<file path="src/rtl/command_frame_initiator_if.sv">
// Host byte link, response stream and command bus of the frame initiator.
// master = initiator side, slave = host/consumer side.
interface command_frame_initiator_if #(
  parameter int ADDR_WIDTH = 16,
  parameter int DATA_WIDTH = 32
);
  logic [7:0]            rx_data_i;
  logic                  rx_valid_i;
  logic                  rx_ready_o;
  logic [7:0]            tx_data_o;
  logic                  tx_valid_o;
  logic                  tx_ready_i;
  logic [ADDR_WIDTH-1:0] cmd_addr_o;
  logic [DATA_WIDTH-1:0] cmd_data_o;
  logic                  cmd_valid_o;
  logic                  err_chk_o;
  logic                  err_timeout_o;
  logic [15:0]           frame_count_o;

  modport master (
    input  rx_data_i, rx_valid_i, tx_ready_i,
    output rx_ready_o, tx_data_o, tx_valid_o, cmd_addr_o, cmd_data_o,
           cmd_valid_o, err_chk_o, err_timeout_o, frame_count_o
  );

  modport slave (
    output rx_data_i, rx_valid_i, tx_ready_i,
    input  rx_ready_o, tx_data_o, tx_valid_o, cmd_addr_o, cmd_data_o,
           cmd_valid_o, err_chk_o, err_timeout_o, frame_count_o
  );
endinterface

</file>
<file path="src/rtl/command_frame_initiator.sv">
// Parses SYNC/ADDR(2)/DATA(4)/CHK byte frames into one-cycle command writes
// and answers each complete frame with an ACK or NAK byte.
module command_frame_initiator #(
  parameter int         ADDR_WIDTH     = 16,
  parameter int         DATA_WIDTH     = 32,
  parameter logic [7:0] SYNC_BYTE      = 8'hA5,
  parameter logic [7:0] ACK_BYTE       = 8'h06,
  parameter logic [7:0] NAK_BYTE       = 8'h15,
  parameter int         TIMEOUT_CYCLES = 1000000
) (
  input  logic clk_i,
  input  logic rst_n_i,
  command_frame_initiator_if.master bus
);
  localparam int            TW      = $clog2(TIMEOUT_CYCLES + 1);
  localparam logic [TW-1:0] TO_LAST = TW'(TIMEOUT_CYCLES - 1);
  localparam logic [TW-1:0] TO_ONE  = TW'(1);

  typedef enum logic [2:0] {
    S_IDLE  = 3'd0,
    S_HDR   = 3'd1,
    S_DATA  = 3'd2,
    S_CHECK = 3'd3,
    S_ISSUE = 3'd4,
    S_RESP  = 3'd5
  } state_t;

  state_t                r_state, w_next;
  logic [1:0]            r_idx;
  logic [15:0]           r_addr_asm;
  logic [31:0]           r_data_asm;
  logic [7:0]            r_sum;
  logic [TW-1:0]         r_to_cnt;
  logic                  r_good;
  logic                  r_rx_ready, r_tx_valid, r_cmd_valid, r_err_chk, r_err_to;
  logic [7:0]            r_tx_data;
  logic [ADDR_WIDTH-1:0] r_cmd_addr;
  logic [DATA_WIDTH-1:0] r_cmd_data;
  logic [15:0]           r_frame_count;
  logic                  w_fire, w_in_frame, w_timeout, w_match;
  logic                  w_rx_ready_nx, w_tx_valid_nx, w_cmd_valid_nx, w_err_chk_nx, w_err_to_nx;
  logic [7:0]            w_tx_data_nx;

  assign w_fire     = bus.rx_valid_i & r_rx_ready;
  assign w_in_frame = (r_state == S_HDR) || (r_state == S_DATA) || (r_state == S_CHECK);
  // An accepted byte on the last counted cycle suppresses the timeout.
  assign w_timeout  = w_in_frame & ~w_fire & (r_to_cnt == TO_LAST);
  assign w_match    = (r_sum == bus.rx_data_i);

  always_ff @(posedge clk_i) begin
    if (!rst_n_i) r_state <= S_IDLE;
    else          r_state <= w_next;
  end

  always_comb begin
    w_next = r_state;
    case (r_state)
      S_IDLE:  if (w_fire && (bus.rx_data_i == SYNC_BYTE)) w_next = S_HDR;
               else w_next = S_IDLE;
      S_HDR:   if (w_fire && (r_idx == 2'd1)) w_next = S_DATA;
               else if (w_timeout) w_next = S_IDLE;
               else w_next = S_HDR;
      S_DATA:  if (w_fire && (r_idx == 2'd3)) w_next = S_CHECK;
               else if (w_timeout) w_next = S_IDLE;
               else w_next = S_DATA;
      S_CHECK: if (w_fire) w_next = S_ISSUE;
               else if (w_timeout) w_next = S_IDLE;
               else w_next = S_CHECK;
      S_ISSUE: w_next = S_RESP;
      S_RESP:  if (r_tx_valid && bus.tx_ready_i) w_next = S_IDLE;
               else w_next = S_RESP;
      default: w_next = S_IDLE;
    endcase
  end

  always_comb begin
    w_cmd_valid_nx = 1'b0;
    w_err_chk_nx   = 1'b0;
    w_err_to_nx    = w_timeout;
    w_tx_data_nx   = r_tx_data;
    case (w_next)
      S_IDLE, S_HDR, S_DATA, S_CHECK: w_rx_ready_nx = 1'b1;
      default:                        w_rx_ready_nx = 1'b0;
    endcase
    if (r_state == S_CHECK && w_fire) begin
      w_cmd_valid_nx = w_match;
      w_err_chk_nx   = ~w_match;
    end else begin
      w_cmd_valid_nx = 1'b0;
      w_err_chk_nx   = 1'b0;
    end
    if (r_state == S_ISSUE) begin
      w_tx_valid_nx = 1'b1;
      w_tx_data_nx  = r_good ? ACK_BYTE : NAK_BYTE;
    end else if (r_state == S_RESP && bus.tx_ready_i) begin
      w_tx_valid_nx = 1'b0;
    end else begin
      w_tx_valid_nx = (r_state == S_RESP) ? r_tx_valid : 1'b0;
    end
  end

  always_ff @(posedge clk_i) begin
    if (!rst_n_i) begin
      r_idx      <= 2'd0;
      r_addr_asm <= 16'd0;
      r_data_asm <= 32'd0;
      r_sum      <= 8'd0;
      r_to_cnt   <= '0;
      r_good     <= 1'b0;
    end else begin
      if (w_in_frame && !w_fire && !w_timeout) r_to_cnt <= r_to_cnt + TO_ONE;
      else                                     r_to_cnt <= '0;
      if (r_state == S_IDLE && w_fire) begin
        r_idx <= 2'd0;
        r_sum <= 8'd0;
      end else if (r_state == S_HDR && w_fire) begin
        r_addr_asm <= {r_addr_asm[7:0], bus.rx_data_i};
        r_sum      <= r_sum + bus.rx_data_i;
        r_idx      <= (r_idx == 2'd1) ? 2'd0 : r_idx + 2'd1;
      end else if (r_state == S_DATA && w_fire) begin
        r_data_asm <= {r_data_asm[23:0], bus.rx_data_i};
        r_sum      <= r_sum + bus.rx_data_i;
        r_idx      <= r_idx + 2'd1;
      end else if (r_state == S_CHECK && w_fire) begin
        r_good <= w_match;
      end
    end
  end

  // Command outputs only move on a validated frame; otherwise they hold.
  always_ff @(posedge clk_i) begin
    if (!rst_n_i) begin
      r_rx_ready    <= 1'b0;
      r_tx_valid    <= 1'b0;
      r_tx_data     <= 8'd0;
      r_cmd_valid   <= 1'b0;
      r_cmd_addr    <= '0;
      r_cmd_data    <= '0;
      r_err_chk     <= 1'b0;
      r_err_to      <= 1'b0;
      r_frame_count <= 16'd0;
    end else begin
      r_rx_ready  <= w_rx_ready_nx;
      r_tx_valid  <= w_tx_valid_nx;
      r_tx_data   <= w_tx_data_nx;
      r_cmd_valid <= w_cmd_valid_nx;
      r_err_chk   <= w_err_chk_nx;
      r_err_to    <= w_err_to_nx;
      if (w_cmd_valid_nx) begin
        r_cmd_addr    <= r_addr_asm[ADDR_WIDTH-1:0];
        r_cmd_data    <= r_data_asm[DATA_WIDTH-1:0];
        r_frame_count <= r_frame_count + 16'd1;
      end
    end
  end

  assign bus.rx_ready_o    = r_rx_ready;
  assign bus.tx_valid_o    = r_tx_valid;
  assign bus.tx_data_o     = r_tx_data;
  assign bus.cmd_valid_o   = r_cmd_valid;
  assign bus.cmd_addr_o    = r_cmd_addr;
  assign bus.cmd_data_o    = r_cmd_data;
  assign bus.err_chk_o     = r_err_chk;
  assign bus.err_timeout_o = r_err_to;
  assign bus.frame_count_o = r_frame_count;
endmodule

</file>
<file path="src/flat_wrapper.sv">
// flat-port wrapper written by rule: the top's interface ports become plain ports
module command_frame_initiator_flat 
#(
  parameter int         ADDR_WIDTH     = 16,
  parameter int         DATA_WIDTH     = 32,
  parameter logic [7:0] SYNC_BYTE      = 8'hA5,
  parameter logic [7:0] ACK_BYTE       = 8'h06,
  parameter logic [7:0] NAK_BYTE       = 8'h15,
  parameter int         TIMEOUT_CYCLES = 1000000
)
  (clk_i, rst_n_i, bus_rx_data_i, bus_rx_valid_i, bus_tx_ready_i, bus_rx_ready_o, bus_tx_data_o, bus_tx_valid_o, bus_cmd_addr_o, bus_cmd_data_o, bus_cmd_valid_o, bus_err_chk_o, bus_err_timeout_o, bus_frame_count_o);
  command_frame_initiator_if #(.ADDR_WIDTH(ADDR_WIDTH), .DATA_WIDTH(DATA_WIDTH)) bus_i ();
  input  logic clk_i;
  input  logic rst_n_i;
  input wire logic [$bits(bus_i.rx_data_i)-1:0] bus_rx_data_i;
  input wire logic [$bits(bus_i.rx_valid_i)-1:0] bus_rx_valid_i;
  input wire logic [$bits(bus_i.tx_ready_i)-1:0] bus_tx_ready_i;
  output wire logic [$bits(bus_i.rx_ready_o)-1:0] bus_rx_ready_o;
  output wire logic [$bits(bus_i.tx_data_o)-1:0] bus_tx_data_o;
  output wire logic [$bits(bus_i.tx_valid_o)-1:0] bus_tx_valid_o;
  output wire logic [$bits(bus_i.cmd_addr_o)-1:0] bus_cmd_addr_o;
  output wire logic [$bits(bus_i.cmd_data_o)-1:0] bus_cmd_data_o;
  output wire logic [$bits(bus_i.cmd_valid_o)-1:0] bus_cmd_valid_o;
  output wire logic [$bits(bus_i.err_chk_o)-1:0] bus_err_chk_o;
  output wire logic [$bits(bus_i.err_timeout_o)-1:0] bus_err_timeout_o;
  output wire logic [$bits(bus_i.frame_count_o)-1:0] bus_frame_count_o;
  assign bus_i.rx_data_i = bus_rx_data_i;
  assign bus_i.rx_valid_i = bus_rx_valid_i;
  assign bus_i.tx_ready_i = bus_tx_ready_i;
  assign bus_rx_ready_o = bus_i.rx_ready_o;
  assign bus_tx_data_o = bus_i.tx_data_o;
  assign bus_tx_valid_o = bus_i.tx_valid_o;
  assign bus_cmd_addr_o = bus_i.cmd_addr_o;
  assign bus_cmd_data_o = bus_i.cmd_data_o;
  assign bus_cmd_valid_o = bus_i.cmd_valid_o;
  assign bus_err_chk_o = bus_i.err_chk_o;
  assign bus_err_timeout_o = bus_i.err_timeout_o;
  assign bus_frame_count_o = bus_i.frame_count_o;
  command_frame_initiator #(.ADDR_WIDTH(ADDR_WIDTH), .DATA_WIDTH(DATA_WIDTH), .SYNC_BYTE(SYNC_BYTE), .ACK_BYTE(ACK_BYTE), .NAK_BYTE(NAK_BYTE), .TIMEOUT_CYCLES(TIMEOUT_CYCLES)) u_core (.clk_i(clk_i), .rst_n_i(rst_n_i), .bus(bus_i));
endmodule
</file>
<file path="config.mk">
export PLATFORM = sky130hd
export DESIGN_NAME = command_frame_initiator_flat
export DESIGN_NICKNAME = d
export VERILOG_FILES = /design/src/rtl/command_frame_initiator_if.sv /design/src/rtl/command_frame_initiator.sv /design/src/flat_wrapper.sv
export SDC_FILE = /design/constraint.sdc
export NUM_CORES = 1
export LEC_CHECK = 0
export ABC_CLOCK_PERIOD_IN_PS = 2600
export CAP_MARGIN = 30
export CORE_ASPECT_RATIO = 1.75
export CORE_MARGIN = 4
export CORE_UTILIZATION = 42
export CTS_CLUSTER_SIZE = 14
export DETAILED_ROUTE_END_ITERATION = 8
export GPL_TIMING_DRIVEN = 0
export SYNTH_ARGS = -nofsm -noshare
export SYNTH_HDL_FRONTEND = slang
export SYNTH_SLANG_ARGS = --single-unit
</file>
<file path="constraint.sdc">
create_clock -name clk_i -period 2.6 [get_ports clk_i]
set_clock_uncertainty 0.05 [all_clocks]
set_input_delay 0.78 -clock clk_i [delete_from_list [all_inputs] [get_ports clk_i]]
set_output_delay 0.78 -clock clk_i [all_outputs]
set_load 0.005 [all_outputs]
</file>
Word level (Yosys, flattened, before mapping) --
Index checks and enable logic that the tools add are counted.
Word-level totals: register bits after elaboration 159, bits in latches 0, bits in writable memories 0, memory bits (read-only) 0, output and inout port bits 77, logic and storage cells 88, memories kept 0
Operators by class: add/subtract/negate cells 4, multipliers 0, divide/modulo/power cells 0, $lt $le $gt $ge 0, equal/unequal tests 14, shift-type cells 0, muxes and demuxes 20, bitwise operators 9, reductions and logical operators 25
Operator list (number):
- $add A20 B1 Y20 const B | 1
- $eq A20 B20 Y1 const B | 1
- $pmux W3 S6 | 1
- $add A16 B1 Y16 const B | 1
- $mux W8 | 2
- $eq A3 B2 Y1 const B | 4
- $mux W3 | 4
- $logic_and A1 B1 Y1 | 11
- $mux W2 | 5
- $add A8 B8 Y8 | 1
- $eq A8 B8 Y1 | 1
- $eq A8 B8 Y1 const B | 1
- $mux W1 | 7
- $eq A3 B1 Y1 const B | 2
- $eq A3 B3 Y1 const B | 2
- $logic_not A3 Y1 | 2
- $not A1 Y1 | 6
- $reduce_and A2 Y1 | 3
- $mux W5 | 1
- $reduce_and A4 Y1 | 1
- $reduce_or A4 Y1 | 1
- $and A1 B1 Y1 | 3
- $ne A3 B2 Y1 const B | 1
- $reduce_and A3 Y1 | 1
- 7 further kinds | 9

Depth between registers and ports, before layout --
word-level depth 11, depth in mapped cells 8

Least setup slack after synthesis --
No wires, ideal clock.
path kind in2reg, start point in bus_rx_data_i[1], end point reg u_core.r_sum[7], data arrival time 2.252 ns, data required time 2.427 ns, setup slack 0.175 ns, stages on the path 6, buffers on the path 0, cells stage by stage ha_1 -> a211oi_1 -> o21ai_1 -> a31oi_1 -> mux2i_1 -> mux2_1
On the way: word-level cells in the longest chain between the ends 3
Ends and longest elaborated chain:
- start, declared | RTL line flat_wrapper.sv:15 | input wire logic [$bits(bus_i.rx_data_i)-1:0] bus_rx_data_i;
- $add A8 B8 Y8 (*) | RTL line command_frame_initiator.sv:118, command_frame_initiator.sv:122
- $mux W8 | RTL line command_frame_initiator.sv:120 | end else if (r_state == S_DATA && w_fire) begin
- $mux W8 (*) | RTL line command_frame_initiator.sv:116 | end else if (r_state == S_HDR && w_fire) begin
- end signal, assigned | RTL line command_frame_initiator.sv:118 | r_sum <= r_sum + bus.rx_data_i;
- end signal, assigned | RTL line command_frame_initiator.sv:122 | r_sum <= r_sum + bus.rx_data_i;
- end, declared | RTL line command_frame_initiator.sv:32 | logic [7:0] r_sum;
Every way passes the cells marked *; elsewhere a longest branch is shown, timed or not. The select of a mux whose other input is x is not followed. A chain may end at the register's enable or synchronous reset.

Final worst setup path --
start point in bus_rx_data_i[3], end point reg u_core.r_cmd_addr[3] (netlist: u_core.bus.cmd_addr_o[3])
On the way: word-level cells in the longest chain between the ends 2
Ends and longest elaborated chain:
- $eq A8 B8 Y1 | RTL line command_frame_initiator.sv:48 | assign w_match = (r_sum == bus.rx_data_i);
- $mux W1 | RTL line command_frame_initiator.sv:85 | if (r_state == S_CHECK && w_fire) begin
- end signal, assigned | RTL line command_frame_initiator.sv:150 | r_cmd_addr <= r_addr_asm[ADDR_WIDTH-1:0];
- end, declared | RTL line command_frame_initiator.sv:37 | logic [ADDR_WIDTH-1:0] r_cmd_addr;
No other way between the ends.

==> results.tsv <==
stage	metric	value	unit
status	status	completed	
synth	synth.largest_area_cell	dfxtp_1	
sta	slew_violations	0	
setup_path	max_stage_delay	0.37	ns
floorplan	initial_utilization	43.32	%
power_and_ir_drop	swShare	23.71	%
flow_run	maxCapViolCount	0	
global_route	grt_max_degree	17	
setup_path	start_kind	input pin	
synth	ys.flop_type	dfxtp_1	
sta	holdWs	0.3900	ns
synth	synth_area_leaders	dfxtp_1 47%, nand2_1 13%, a21boi_1 7.9%	
power_and_ir_drop	power_density	600.4	nW/µm²
setup_path	cp.required	2.87	ns
route	vias_per_cell	5.080	
cells_and_area	nets	893	
sta	setup_violations	0	
sta	post-route-period-util	95.03	%
sta	rsz0062_at_grt	no	
setup_path	crit_top_cell	buf_2	
clock_network	cts_tree	done	
synth	async_flop_share	0	%
synth	synth_cell_types	55	
cells_and_area	instances_no_fill	1067	
route	drc	0	
clock_network	clk-insertion-delay-late	0.43	ns
cells_and_area	drive_gt1_share	9.615	%
synth	synthCells	763	
synth	synth.avg_cell_area	8.508	µm²
power_and_ir_drop	seqPwrFrac	47.4	%
floorplan	die_x	102.0	µm
placed_design	portBuffers	84	
global_route	antenna_found_initial	0	
power_and_ir_drop	p_int	3801	µW
global_route	gr-total-overflow	0	
setup_path	path_class	in -> reg	
synth	synth_top_area_share	47.49	%
global_route	grt_pass1_wl	26.32	mm
route	wl_per_cell	15.37	µm
cells_and_area	nFillCells	1406	
placed_design	dp_hpwl	12.17	mm
power_and_ir_drop	p_leak	0.002854	µW
placed_design	preCtsSetupSlack	-1.029	ns
setup_path	path_cells	dlygate4sd2_1 -> ha_4 -> nor4_4 -> buf_4 -> nand3_4 -> or2_1 -> buf_2 -> buf_2 -> nand2_1 -> a21boi_1	
clock_network	ctsLongestPathBuffers	2	
cells_and_area	area_growth	27.83	%
clock_network	clkTransAtPathRegs	0.06	ns
route	vias	5420	
route	wl	16.40	mm
synth	synth_seq_area_share	47.49	%
route	antenna_left	0	
sta	clock.fmax	404.7	MHz
power_and_ir_drop	p_total	4982	µW
sta	final.min_clock_period	2.471	ns
placed_design	dp_cells	1033	
synth	ys_top_cells_by_count	224 x nand2_1, 154 x dfxtp_1, 68 x a21boi_1, 39 x nor2_1, 32 x a21boi_0	
setup_path	critPathTopFamily	buffers and inverters	
setup_path	cpMaxStageDelayCell	dlygate4sd2_1	
min_path	worst_hold_path_type	reg -> reg	
floorplan	core	14990	µm²
route	drtPass1Iterations	5	
synth	synth_area	6491	µm²
sta	finalHoldViolCount	0	
power_and_ir_drop	clkPwrFrac	49.8	%
floorplan	die-area	17590	µm²
clock_network	cts_root_buffer	clkbuf_16	
sta	worst_slew_pin_slew	0.5485	ns
setup_path	crit_path_end_kind	register	
synth	synth_seq_cells	154	
synth	synth_edf_count	0	
synth	ys_warn_count	0	
sta	setup_ws	0.1291	ns
cells_and_area	diodes	0	
synth	synth.most_common_cell	nand2_1	
placed_design	gp_congestion	0.9042	
floorplan	rows	59	
setup_path	critPathArrivalTime	2.74	ns
floorplan	io_pins	89	
power_and_ir_drop	vdd_drop_max	496.7	µV
global_route	grt_pass1_vias	5319	
sta	timing.slew.headroom	63.30	%
floorplan	die_h	172.5	µm
global_route	grt_use_total	19.04	%
clock_network	postCtsHoldBufs	0	
power_and_ir_drop	p_sw	1181	µW
power_and_ir_drop	p_comb_share	2.8	%
clock_network	h-tree-depth	4	
setup_path	path_buf_inv	4	
setup_path	cp_max_fo	10	
clock_network	cts_made_buffers	17	
clock_network	clkSinkCount	154	
route	drt_iter0_markers	224	
-- cells in the final DEF (no fill, tap or decap), types with 6 or more instances in the layout --
cell             instances
nand4_1                  9
nand3_1                 18
clkdlybuf4s50_1         77
nor2_1                  38
xnor2_1                 12
buf_2                   19
o21ai_0                  8
ha_4                     6
inv_1                   14
a21boi_0                32
buf_4                    7
nand2_1                224
dfxtp_1                154
and3_1                   9
and2_1                  14
nor3_1                  12
clkbuf_1                18
nand2b_1                 8
nor2b_1                  8
xor2_1                  17
clkbuf_16               17
a21oi_1                 11
a21boi_1                68
-- sequential cells by signal (all words and copies together) (netlist names), 2 cells and up --
name / cells
u_core.bus.cmd_data_o: 32
u_core.r_sum: 8
u_core.r_to_cnt: 20
u_core.r_state: 3
u_core.r_idx: 2
u_core.bus.frame_count_o: 16
u_core.r_addr_asm: 16
u_core.bus.cmd_addr_o: 16
u_core.bus.tx_data_o: 3
u_core.r_data_asm: 32
-- power by group through the flow --
stage | registers [µW] | clock network, µW | logic (µW)
CTS | 2360 | 2520 | 140
floorplan | 2410 | 0 | 74.5
finish | 2360 | 2480 | 141
detailed placement | 2410 | 0 | 131
global route | 2360 | 2610 | 152
global placement | 2410 | 0 | 128
-- per-stage QoR --
step | instance area, µm² | util [%] | setup TNS [ns]
2_1_floorplan | 6502 | - | 0
3_3_place_gp | 7572 | 50.53 | -63.47
3_5_place_dp | 7572 | 50.53 | -65.16
4_1_cts | 8293 | 55.34 | 0
5_1_grt | 8298 | 55.37 | 0
6_report | 8298 | 55.37 | 0
-- layout make-up --
type / count / area, µm² / area share [%]
multi-input cells: 554 / 3269 / 39.40
flip-flops and latches: 154 / 3083 / 37.15
repair buffers: 86 / 844.6 / 10.18
clock buffers: 18 / 439.2 / 5.293
well taps: 183 / 229.0 / 2.759
plain buffers: 44 / 222.7 / 2.684
clock inverters: 14 / 157.7 / 1.900
inverters: 14 / 52.55 / 0.6333
-- layer usage --
layer	global-route usage, %	up-vias	part of all wire [%]
met5	0	-	0
met4	6.225	0	1.7
met3	3.714	25	4.0
met2	36.17	121	55
met1	20.65	2527	40
li1	-	2747	-
-- logic make-up after synthesis --
group	Yosys count	share of synthesized area, %
and+or+nand+nor	368	26.29
DFF	154	47.49
AOI/OAI and AO/OA	138	15.19
buffers and inverters	58	4.240
xor gates and xnor gates	30	4.048
adders and majority gates	10	2.043
muxes	4	0.6361
other	1	0.05777
-- final timing paths --
kind                                            endpoint  cells after the start          startpoint  slack (ns)
worst max register to register  u_core.bus.cmd_addr_o[3]                      9     u_core.r_sum[1]        0.41
worst max-delay path            u_core.bus.cmd_addr_o[3]                     10    bus_rx_data_i[3]        0.13
worst min register to register        u_core.r_to_cnt[0]                      1  u_core.r_to_cnt[0]        0.39
worst min-delay path                  u_core.r_to_cnt[0]                      1  u_core.r_to_cnt[0]        0.39
-- what timing repair did --
action / in CTS / in global routing
resized for setup: 22 / 4
hold endpoints to repair: 0 / 0
endpoints found under the setup margin: 67 / 33
buffers inserted: 2 / 0
pin swaps: 2 / 0
(Power assumes the default switching activity.)
